==> config.mk <==
export PLATFORM = sky130hd
export DESIGN_NAME = ysyx_25060170_ifu
export DESIGN_NICKNAME = d
export VERILOG_FILES = /design/src/rtl/ysyx_25060170_ifu.sv
export SDC_FILE = /design/constraint.sdc
export NUM_CORES = 1
export LEC_CHECK = 0
export BUFFER_PORTS_ARGS = -buffer_cell sky130_fd_sc_hd__buf_2
export CAP_MARGIN = 20
export CELL_PAD_IN_SITES_DETAIL_PLACEMENT = 1
export CELL_PAD_IN_SITES_GLOBAL_PLACEMENT = 1
export CORE_MARGIN = 1.5
export CORE_UTILIZATION = 29
export CTS_CLUSTER_SIZE = 20
export DETAILED_ROUTE_END_ITERATION = 8
export HOLD_SLACK_MARGIN = 0.05
export PLACE_DENSITY_LB_ADDON = 0.1
export SYNTH_ARGS = -nofsm -noshare
export SYNTH_HDL_FRONTEND = slang
export SYNTH_SLANG_ARGS = --single-unit
==> constraint.sdc <==
create_clock -name clk -period 1.65 [get_ports clk]
set_input_delay 0.33 -clock clk [delete_from_list [all_inputs] [get_ports clk]]
set_output_delay 0.33 -clock clk [all_outputs]
set_load 0.05 [all_outputs]
==> src/rtl/ysyx_25060170_ifu.sv <==
// Instruction fetch unit: IDLE -> REQ -> WAIT -> VALID fetch loop with a
// decoupled request/response memory port and a valid/ready decode handshake.
// Optional misaligned-redirect trap enabled by defining the macro
// YSYX_25060170_IFU_MISALIGN_CHK_EN (adds a sticky FAULT state); without it
// redirect targets are forced word-aligned and fault_o is tied low.
module ysyx_25060170_ifu #(
  parameter logic [31:0] RESET_PC = 32'h8000_0000
) (
  input  logic        clk,
  input  logic        rst_n,
  // Instruction memory request/response
  output logic        imem_req_valid,
  input  logic        imem_req_ready,
  output logic [31:0] imem_addr,
  input  logic        imem_rsp_valid,
  input  logic [31:0] imem_rsp_data,
  // Decode-side handshake
  output logic        out_valid,
  input  logic        out_ready,
  output logic [31:0] pc_o,
  output logic [31:0] inst_o,
  // Writeback redirect for the consumed instruction
  input  logic        redirect_valid,
  input  logic [31:0] redirect_pc,
  output logic        fault_o
);

  typedef enum logic [2:0] {
    StIdle  = 3'd0,
    StReq   = 3'd1,
    StWait  = 3'd2,
    StValid = 3'd3
`ifdef YSYX_25060170_IFU_MISALIGN_CHK_EN
    ,
    StFault = 3'd4
`endif
  } state_e;

  state_e      state_q, state_d;
  logic [31:0] pc_q, pc_d;
  logic [31:0] inst_q, inst_d;
  logic [31:0] redirect_tgt;
  logic        redirect_bad;

`ifdef YSYX_25060170_IFU_MISALIGN_CHK_EN
  // Keep the raw target so the faulting address stays visible on pc_o.
  always_comb begin
    redirect_tgt = redirect_pc;
    redirect_bad = |redirect_pc[1:0];
  end
`else
  // Low address bits are dropped; a misaligned target is silently aligned.
  logic unused_redirect_lsb;
  assign unused_redirect_lsb = ^redirect_pc[1:0];

  always_comb begin
    redirect_tgt = {redirect_pc[31:2], 2'b00};
    redirect_bad = 1'b0;
  end
`endif

  // Next-state, next-PC and instruction latch decisions.
  always_comb begin
    state_d = state_q;
    pc_d    = pc_q;
    inst_d  = inst_q;
    case (state_q)
      StIdle: begin
        state_d = StReq;
      end
      StReq: begin
        // A response arriving in the acceptance cycle belongs to nobody.
        if (imem_req_ready) begin
          state_d = StWait;
        end
      end
      StWait: begin
        if (imem_rsp_valid) begin
          inst_d  = imem_rsp_data;
          state_d = StValid;
        end
      end
      StValid: begin
        // Redirect only counts on the cycle the instruction is consumed.
        if (out_ready) begin
          state_d = StReq;
          if (redirect_valid) begin
            pc_d = redirect_tgt;
`ifdef YSYX_25060170_IFU_MISALIGN_CHK_EN
            if (redirect_bad) begin
              state_d = StFault;
            end
`endif
          end else begin
            pc_d = pc_q + 32'd4;
          end
        end
      end
`ifdef YSYX_25060170_IFU_MISALIGN_CHK_EN
      StFault: begin
        state_d = StFault;
      end
`endif
      default: begin
        state_d = StIdle;
      end
    endcase
  end

  // State registers with synchronous active-low reset taking priority.
  always_ff @(posedge clk) begin
    if (!rst_n) begin
      state_q <= StIdle;
      pc_q    <= RESET_PC;
      inst_q  <= 32'h0;
    end else begin
      state_q <= state_d;
      pc_q    <= pc_d;
      inst_q  <= inst_d;
    end
  end

  // Moore outputs decoded from the current state and registers.
  always_comb begin
    imem_req_valid = (state_q == StReq);
    imem_addr      = pc_q;
    out_valid      = (state_q == StValid);
    pc_o           = pc_q;
    inst_o         = inst_q;
`ifdef YSYX_25060170_IFU_MISALIGN_CHK_EN
    fault_o        = (state_q == StFault);
`else
    fault_o        = 1'b0;
`endif
  end

  // redirect_bad is only consumed when the misalignment trap is built in.
  logic unused_redirect_bad;
  assign unused_redirect_bad = redirect_bad;

endmodule

After elaboration in Yosys (flattened, before gate mapping)
Index checks and enable logic that the tools add are counted.
{ "word_totals": {"regBits": 67, "in_bits": 70, "output_inout_bits": 99} }
{ "classes": {"add_sub_neg": 1, "n_eq_ne": 6, "mux": 5, "reduce_logical": 4} }
{ "op_table": {"columns": ["operator", "n"], "rows": [
  ["$add A32 B3 Y32 const B", 1],
  ["$mux W32", 1],
  ["$pmux W3 S4", 1],
  ["$mux W3", 3],
  ["$eq A3 B2 Y1 const B", 2],
  ["$ne A2 B1 Y1 const B", 2],
  ["$reduce_and A2 Y1", 2],
  ["$eq A3 B1 Y1 const B", 1],
  ["$logic_not A3 Y1", 1],
  ["$reduce_and A3 Y1", 1],
  ["$ne A2 B2 Y1 const B", 1]
]} }

Longest topological paths before layout
Gate-level depths: netlist of the first run.
{ "logic_depth": {"depth_word": 3, "mapped_depth": 7, "depth_no_buf": 6} }

Worst setup path after synthesis of the first run
No wires, ideal clock.
{ "synth_timing": {"path_type": "flip-flop to flip-flop", "from": "register pc_q[2], in the netlist imem_addr[2]", "to": "register pc_q[30], in the netlist imem_addr[30]", "setup_time_ns": 0.079, "arrival_ns": 2.033, "required_ns": 1.571, "setup_slack_ns": -0.462, "path_stages_with_launch": 7, "path_buffers": 0, "path_cell_list": "dfxtp_1 -> ha_1 -> nand4_1 -> nor2_4 -> nand4_1 -> or3_1 -> o211ai_1"} }
{ "synth_via": {"elab_chain_cells": 2} }
{ "synth_rtl": {"columns": ["element", "line_no", "rtl"], "rows": [
  ["start: declaration", "40", "logic [31:0] pc_q, pc_d;"],
  ["start signal: assignment", "118", "pc_q <= pc_d;"],
  ["$add A32 B3 Y32", "95", "pc_d = pc_q + 32'd4;"],
  ["$mux W32", "87", "if (redirect_valid) begin"]
]} }
Every way passes these cells.
A chain may end at the register's enable or synchronous reset.

Worst setup path in the final report of the first run
{ "layout_timing": {"from": "register pc_q[7], in the netlist imem_addr[7]", "to": "register pc_q[19], in the netlist imem_addr[19]"} }
Same word-level chain as after synthesis.

==> impl_metrics.json, run 1 <==
{
  "cts_root_buf": "clkbuf_16",
  "yosysSeqAreaShare_pct": 36.2,
  "setup_ws_ps": -13.6,
  "wl_um": 12300,
  "grt_max_degree": 42,
  "clock.fmax_ghz": 0.601,
  "rsz0062_at_grt": "yes",
  "synth_edf_count": 0,
  "fp-row-count": 40,
  "core_um2": 12000,
  "hold_viol_final": 0,
  "skew_ps": 3.46,
  "grt_pass1_vias": 3790,
  "crit_path_end_kind": "flop",
  "grt_antenna_before_repair": 0,
  "dp_cells": 732,
  "syn_area_per_cell_um2": 7.99,
  "grt_pass1_wl_um": 19000,
  "status": "finished, violations left",
  "period_share_pct": 101,
  "p_int_w": 0.00320,
  "area_growth_pct": 42.9,
  "power_density_nw_per_um2": 1040,
  "num_io_pins": 169,
  "async_flop_share_pct": 0,
  "synth_top_area_share_pct": 36.2,
  "synth_top_area_cell": "dfxtp_1",
  "clk_latency_ps": 330,
  "globalRouteTotalUtil_pct": 18.6,
  "design_area_um2": 5060,
  "place_congestion": 0.757,
  "portBuffers": 161,
  "via_count": 3837,
  "power_w": 0.00525,
  "start_util_pct": 29.6,
  "cts_buffer_depth": 2,
  "critPathMaxFanout": 7,
  "final_util_pct": 42.3,
  "ctsHoldBuffers": 0,
  "fin_crit_ps": 1660,
  "p_seq_share_pct": 34.5,
  "die-area_um2": 12900,
  "start_kind": "flop",
  "yosys_warnings": 0,
  "syn_area_um2": 3540,
  "clock_sinks": 64,
  "finalNetCount": 683,
  "antenna_left": 0,
  "antennaDiodeCount": 0,
  "hold_class": "input pin to flop",
  "synthMostInstantiatedCell": "nand2_1",
  "tritoncts": "built",
  "hpwl_um": 8680,
  "post_drt_wl_per_cell_um": 16.1,
  "dr.pass1.iters": 5,
  "netlist_top_cells_count": "86 x nand2_1, 64 x dfxtp_1, 35 x buf_4, 30 x a21oi_1, 23 x clkbuf_1",
  "drcViolationCount": 0,
  "arrival_ps": 1890,
  "irDropWorstVdd_mv": 0.394,
  "yosys_register_bits": 64,
  "clkTransAtPathRegs_ps": 60,
  "power.switching_w": 0.00205,
  "synth_cells": 443,
  "synth_area_leaders": "dfxtp_1 36%, nand2_1 9.1%, buf_4 7.4%, a21oi_1 4.2%, a21boi_0 3.6%",
  "die_w_um": 113,
  "swShare_pct": 39.1,
  "setup_viol": 1,
  "die_h_um": 113,
  "p_comb_share_pct": 32.5,
  "leakagePower_nw": 2.35,
  "final-max-slew-violation-count": 0,
  "ys.flop_type": "dfxtp_1",
  "finalSetupTns_ps": -13.6,
  "viasPerCell": 5.04,
  "htreeDepth": 3,
  "drt_iter0_drc": 147,
  "clkPwrFrac_pct": 33.0,
  "failed_checks": "negative setup slack",
  "worstPathRequired_ps": 1880,
  "crit_type": "flop to flop",
  "cts_made_buffers": 9,
  "place_area_um2": 4600,
  "cap_viol_max_count": 0,
  "drive_above_1_share_pct": 45.8,
  "grt-ovfl-total": 0,
  "fin_cells": 761,
  "ys_types": 63
}
critical path, stage by stage, from the launching register on:
cell     delay, ps
dfxtp_2        400
and3_4         230
nand4_1        120
buf_4          200
o31ai_1        200
o21ai_1        140
nor4_2         270
final timing paths:
kind / from / end / slack (ps) / cells past startpoint
max: imem_addr[7] / imem_addr[19] / -10 / 6
min: imem_rsp_data[30] / inst_o[30] / 240 / 3
max reg2reg: imem_addr[7] / imem_addr[19] / -10 / 6
min reg2reg: inst_o[24] / inst_o[24] / 450 / 2
cell type report:
| type | count | area, µm² |
|---|---|---|
| timing repair buffer | 215 | 1270 |
| clock inverter | 6 | 35.0 |
| sequential | 64 | 1350 |
| multi-input combinational | 313 | 1960 |
| clock buffer | 10 | 229 |
| inverter | 6 | 22.5 |
| fill | 1519 | 6910 |
| tap | 147 | 184 |
metrics by stage:
stage               hold WS (ps)  worst slack, ps
floorplan                    466            -32.0
global placement             439             20.1
detailed placement           446            -38.0
CTS                          227             19.0
global route                 240            -85.8
finish                       238            -13.6
cell families (layout without fill, tap and decap cells):
family	count (synthesis)	count (layout)	share of synthesized area, %
other	1	5	0.106
DFF	64	64	36.2
xor gates and xnor gates	1	1	0.248
AOI/OAI and AO/OA	113	113	22.0
muxes	6	6	1.70
adders and majority gates	4	4	1.41
buffers and inverters	70	237	11.5
and+or+nand+nor	184	184	26.9
registers in the layout, indices dropped and copies added (netlist names):
register,count
inst_o,32
imem_addr,30
state_q,2
per-layer routing:
metal  part of all wire (%)  GRT usage (%)  wire [µm]
met1                     45           22.7       5470
met5                      0              0          0
met2                     49           32.7       6050
met4                    1.2           6.25        148
met3                    4.8           3.40        587
power by group through the flow:
stage,Combinational [W],Clock [W],Sequential (W)
after floorplan,0.000827,0,0.00226
after global placement,0.00166,0,0.00183
after detailed placement,0.00169,0,0.00185
after CTS,0.00169,0.00178,0.00181
after global routing,0.00184,0.00186,0.00183
final,0.00171,0.00173,0.00181
timing repair:
item,4_1_cts,5_1_grt
cloned,0,2
pin swaps,1,10
gates resized for setup,1,23
setup endpoints to repair,4,15
buffers inserted,2,9
cell usage in the layout (no fill, tap or decap), types with 7 or more instances in the layout:
cell type	instances
buf_2	162
nand2_1	86
buf_4	46
dfxtp_1	39
a21oi_1	30
nor2_1	18
a21boi_0	17
nand3_1	16
dfxtp_4	15
o21ai_0	13
clkbuf_16	10
dfxtp_2	10
and3_1	8
nor3_1	7
nand4_1	7
No activity file was read; power rests on OpenSTA's default activity.
==> run 2, diff against run 1 <==
- ABC_AREA: not set -> 1
- CORE_UTILIZATION: 29 -> 28
- SETUP_SLACK_MARGIN: not set -> 0.4
==> run 2 against run 1 <==
  * The flow now finishes without violations
  * Routed wire length up 25%
  * Critical endpoint is now imem_addr[12]
  * Critical path depth up 4
  * Clock skew up 3.1 ps
  * Core utilization up 8.7 points
  * Total power up 25%
  * Synthesized cell count up 34%
  * Non-clock buffer count up 15
  * Sequential share of layout area down 5.9 points
  * Fmax up 7.7%
  * Critical path type unchanged
  * Die area up 9.9%
  * First-iteration DRC count down 2.0%
==> impl_metrics.json, run 2 <==
{
  "status": "finished, final reports clean",
  "async_flop_share_pct": 0,
  "synthMostInstantiatedCell": "nand2_1",
  "final-max-slew-violation-count": 0,
  "drcViolationCount": 0,
  "hold_viol_final": 0,
  "finalNetCount": 855,
  "p_comb_share_pct": 40.6,
  "hold_class": "input pin to flop",
  "synth_compound_area_share_pct": 13.8,
  "swShare_pct": 40.4,
  "leakagePower_nw": 2.88,
  "crit_path_end_kind": "flop",
  "via_count": 4530,
  "globalRouteTotalUtil_pct": 20.4,
  "cap_viol_max_count": 0,
  "arrival_ps": 1780,
  "critPathLaunch": "imem_addr[2]",
  "grt_pass1_vias": 4510,
  "clock.fmax_ghz": 0.647,
  "yosys_warnings": 0,
  "clk_latency_ps": 340,
  "cts_root_buf": "clkbuf_16",
  "antenna_left": 0,
  "start_util_pct": 28.5,
  "reg2regPathDepth": 10,
  "cts_buffer_depth": 2,
  "power_density_nw_per_um2": 973,
  "grt-ovfl-total": 0,
  "synth_edf_count": 0,
  "place_congestion": 0.795,
  "synth_top_family_by_area": "simple AND/OR/NAND/NOR gates",
  "die_h_um": 119,
  "hpwl_um": 9840,
  "dr.pass1.iters": 4,
  "post_drt_wl_per_cell_um": 15.9,
  "power_w": 0.00654,
  "synthAdderAreaFrac_pct": 1.33,
  "area_growth_pct": 78.7,
  "drt_iter0_drc": 144,
  "fin_crit_ps": 1540,
  "fp-row-count": 42,
  "ys.flop_type": "dfxtp_1",
  "power.switching_w": 0.00265,
  "cts_made_buffers": 9,
  "final_cell_mix": "110 x nand2_1, 109 x nor2_1, 67 x buf_2",
  "period_share_pct": 93.6,
  "yosysSeqAreaShare_pct": 34.0,
  "final_common_cell": "nand2_1",
  "synth_top_area_share_pct": 34.0,
  "viasPerCell": 4.71,
  "ys_types": 32,
  "synth_top_area_cell": "dfxtp_1",
  "synth_cells": 595,
  "synth_area_leaders": "dfxtp_1 34%, nand2_1 14%, nor2_1 12%, buf_4 7.0%, o21ai_0 6.3%",
  "skew_ps": 6.57,
  "grt_pass1_wl_um": 22700,
  "wl_um": 15300,
  "num_io_pins": 169,
  "irDropWorstVdd_mv": 0.755,
  "seq_area_um2": 1400,
  "critPathMaxFanout": 6,
  "multi_input_area_um2": 2380,
  "drive_above_1_share_pct": 48.7,
  "grt_max_degree": 40,
  "antennaDiodeCount": 0,
  "finalSetupTns_ps": 0,
  "worstPathRequired_ps": 1880,
  "htreeDepth": 3,
  "yosys_register_bits": 64,
  "clkPwrFrac_pct": 29.0,
  "crit_type": "flop to flop",
  "largest_reg_flops": 32,
  "grt_antenna_before_repair": 0,
  "die_w_um": 119,
  "die-area_um2": 14100,
  "start_kind": "flop",
  "clkTransAtPathRegs_ps": 60,
  "tritoncts": "built",
  "p_int_w": 0.00390,
  "netlist_top_cells_count": "137 x nand2_1, 124 x nor2_1, 64 x dfxtp_1, 47 x o21ai_0, 39 x inv_1",
  "hold_depth": 3,
  "portBuffers": 161,
  "syn_area_um2": 3760,
  "synth.area.mux_share_pct": 0,
  "crit-reg2reg-launch": "imem_addr[2]",
  "synth_xor_area_share_pct": 0,
  "fill_cells": 1624,
  "clock_sinks": 64,
  "core_um2": 13200,
  "hold_start": "imem_rsp_data[9]",
  "yosys.area_share.simple_pct": 37.1,
  "p_seq_share_pct": 30.4,
  "syn_area_per_cell_um2": 6.33,
  "rsz0062_at_grt": "yes",
  "setup_viol": 0
}
[run 2: cell types whose count changed in the layout (fill, tap and decap cells not counted), moves of 19 or more]
cell,change
buf_2,-95
nor2_1,+91
buf_8,+45
buf_6,+44
inv_1,+26
nand2_1,+24
nor2_4,+19
[run 2: power by group through the flow]
stage	clock (W)	combinational, W	sequential, W
6_report	0.00190	0.00265	0.00199
5_1_grt	0.00205	0.00283	0.00202
4_1_cts	0.00196	0.00239	0.00198
3_5_place_dp	0	0.00202	0.00198
3_3_place_gp	0	0.00199	0.00196
2_1_floorplan	0	0.000925	0.00263
[run 2: logic make-up after synthesis]
family          Yosys count
other cells               1
compound gates           97
fa+ha+maj                 4
buf+inv                 101
simple gates            328
flops                    64
[run 2: worst max-delay path, stage by stage, from the launching register on]
cell	delay, ps
dfxtp_4	370
ha_4	150
nand2_4	60
nor2_4	220
nand2_2	120
inv_2	100
nand2_2	60
o21ai_1	120
nand2_1	90
nand2_1	80
a21oi_1	60
[run 2: worst paths after layout]
| check | slack, ps | to |
|---|---|---|
| max reg2reg | 110 | imem_addr[12] |
| min reg2reg | 490 | inst_o[1] |
| min | 220 | inst_o[9] |
| max | 110 | imem_addr[12] |
[run 2: per-stage QoR]
stage	setup slack, ps	instance area, µm²	hold WS, ps	util [%]	cells
CTS	195	6020	217	45.6	934
global route	58.5	6730	235	51.0	962
global placement	152	4770	459	36.2	889
finish	106	6730	221	51.0	962
detailed placement	129	4770	472	36.2	889
floorplan	205	4010	461	-	599
[run 2: what timing repair did]
item / in CTS / in global routing
buffers inserted: 29 / 26
gates resized for setup: 226 / 133
pin swaps: 21 / 30
endpoints found under the setup margin: 155 / 123
hold buffers: 0 / 0
gates cloned: 0 / 2
[run 2: layout make-up]
cell class	instances	area share, %
clock buffer	11	3.78
multi-input combinational	434	35.4
timing repair buffer	230	33.6
sequential	64	20.8
tap	176	3.27
inverter	42	2.64
clock inverter	5	0.558
[run 2: per-layer routing]
| layer | wire (µm) | track usage (%) |
|---|---|---|
| met5 | 0 | 0 |
| met4 | 478 | 9.26 |
| met2 | 7780 | 36.0 |
| met3 | 875 | 5.80 |
| met1 | 6170 | 22.8 |
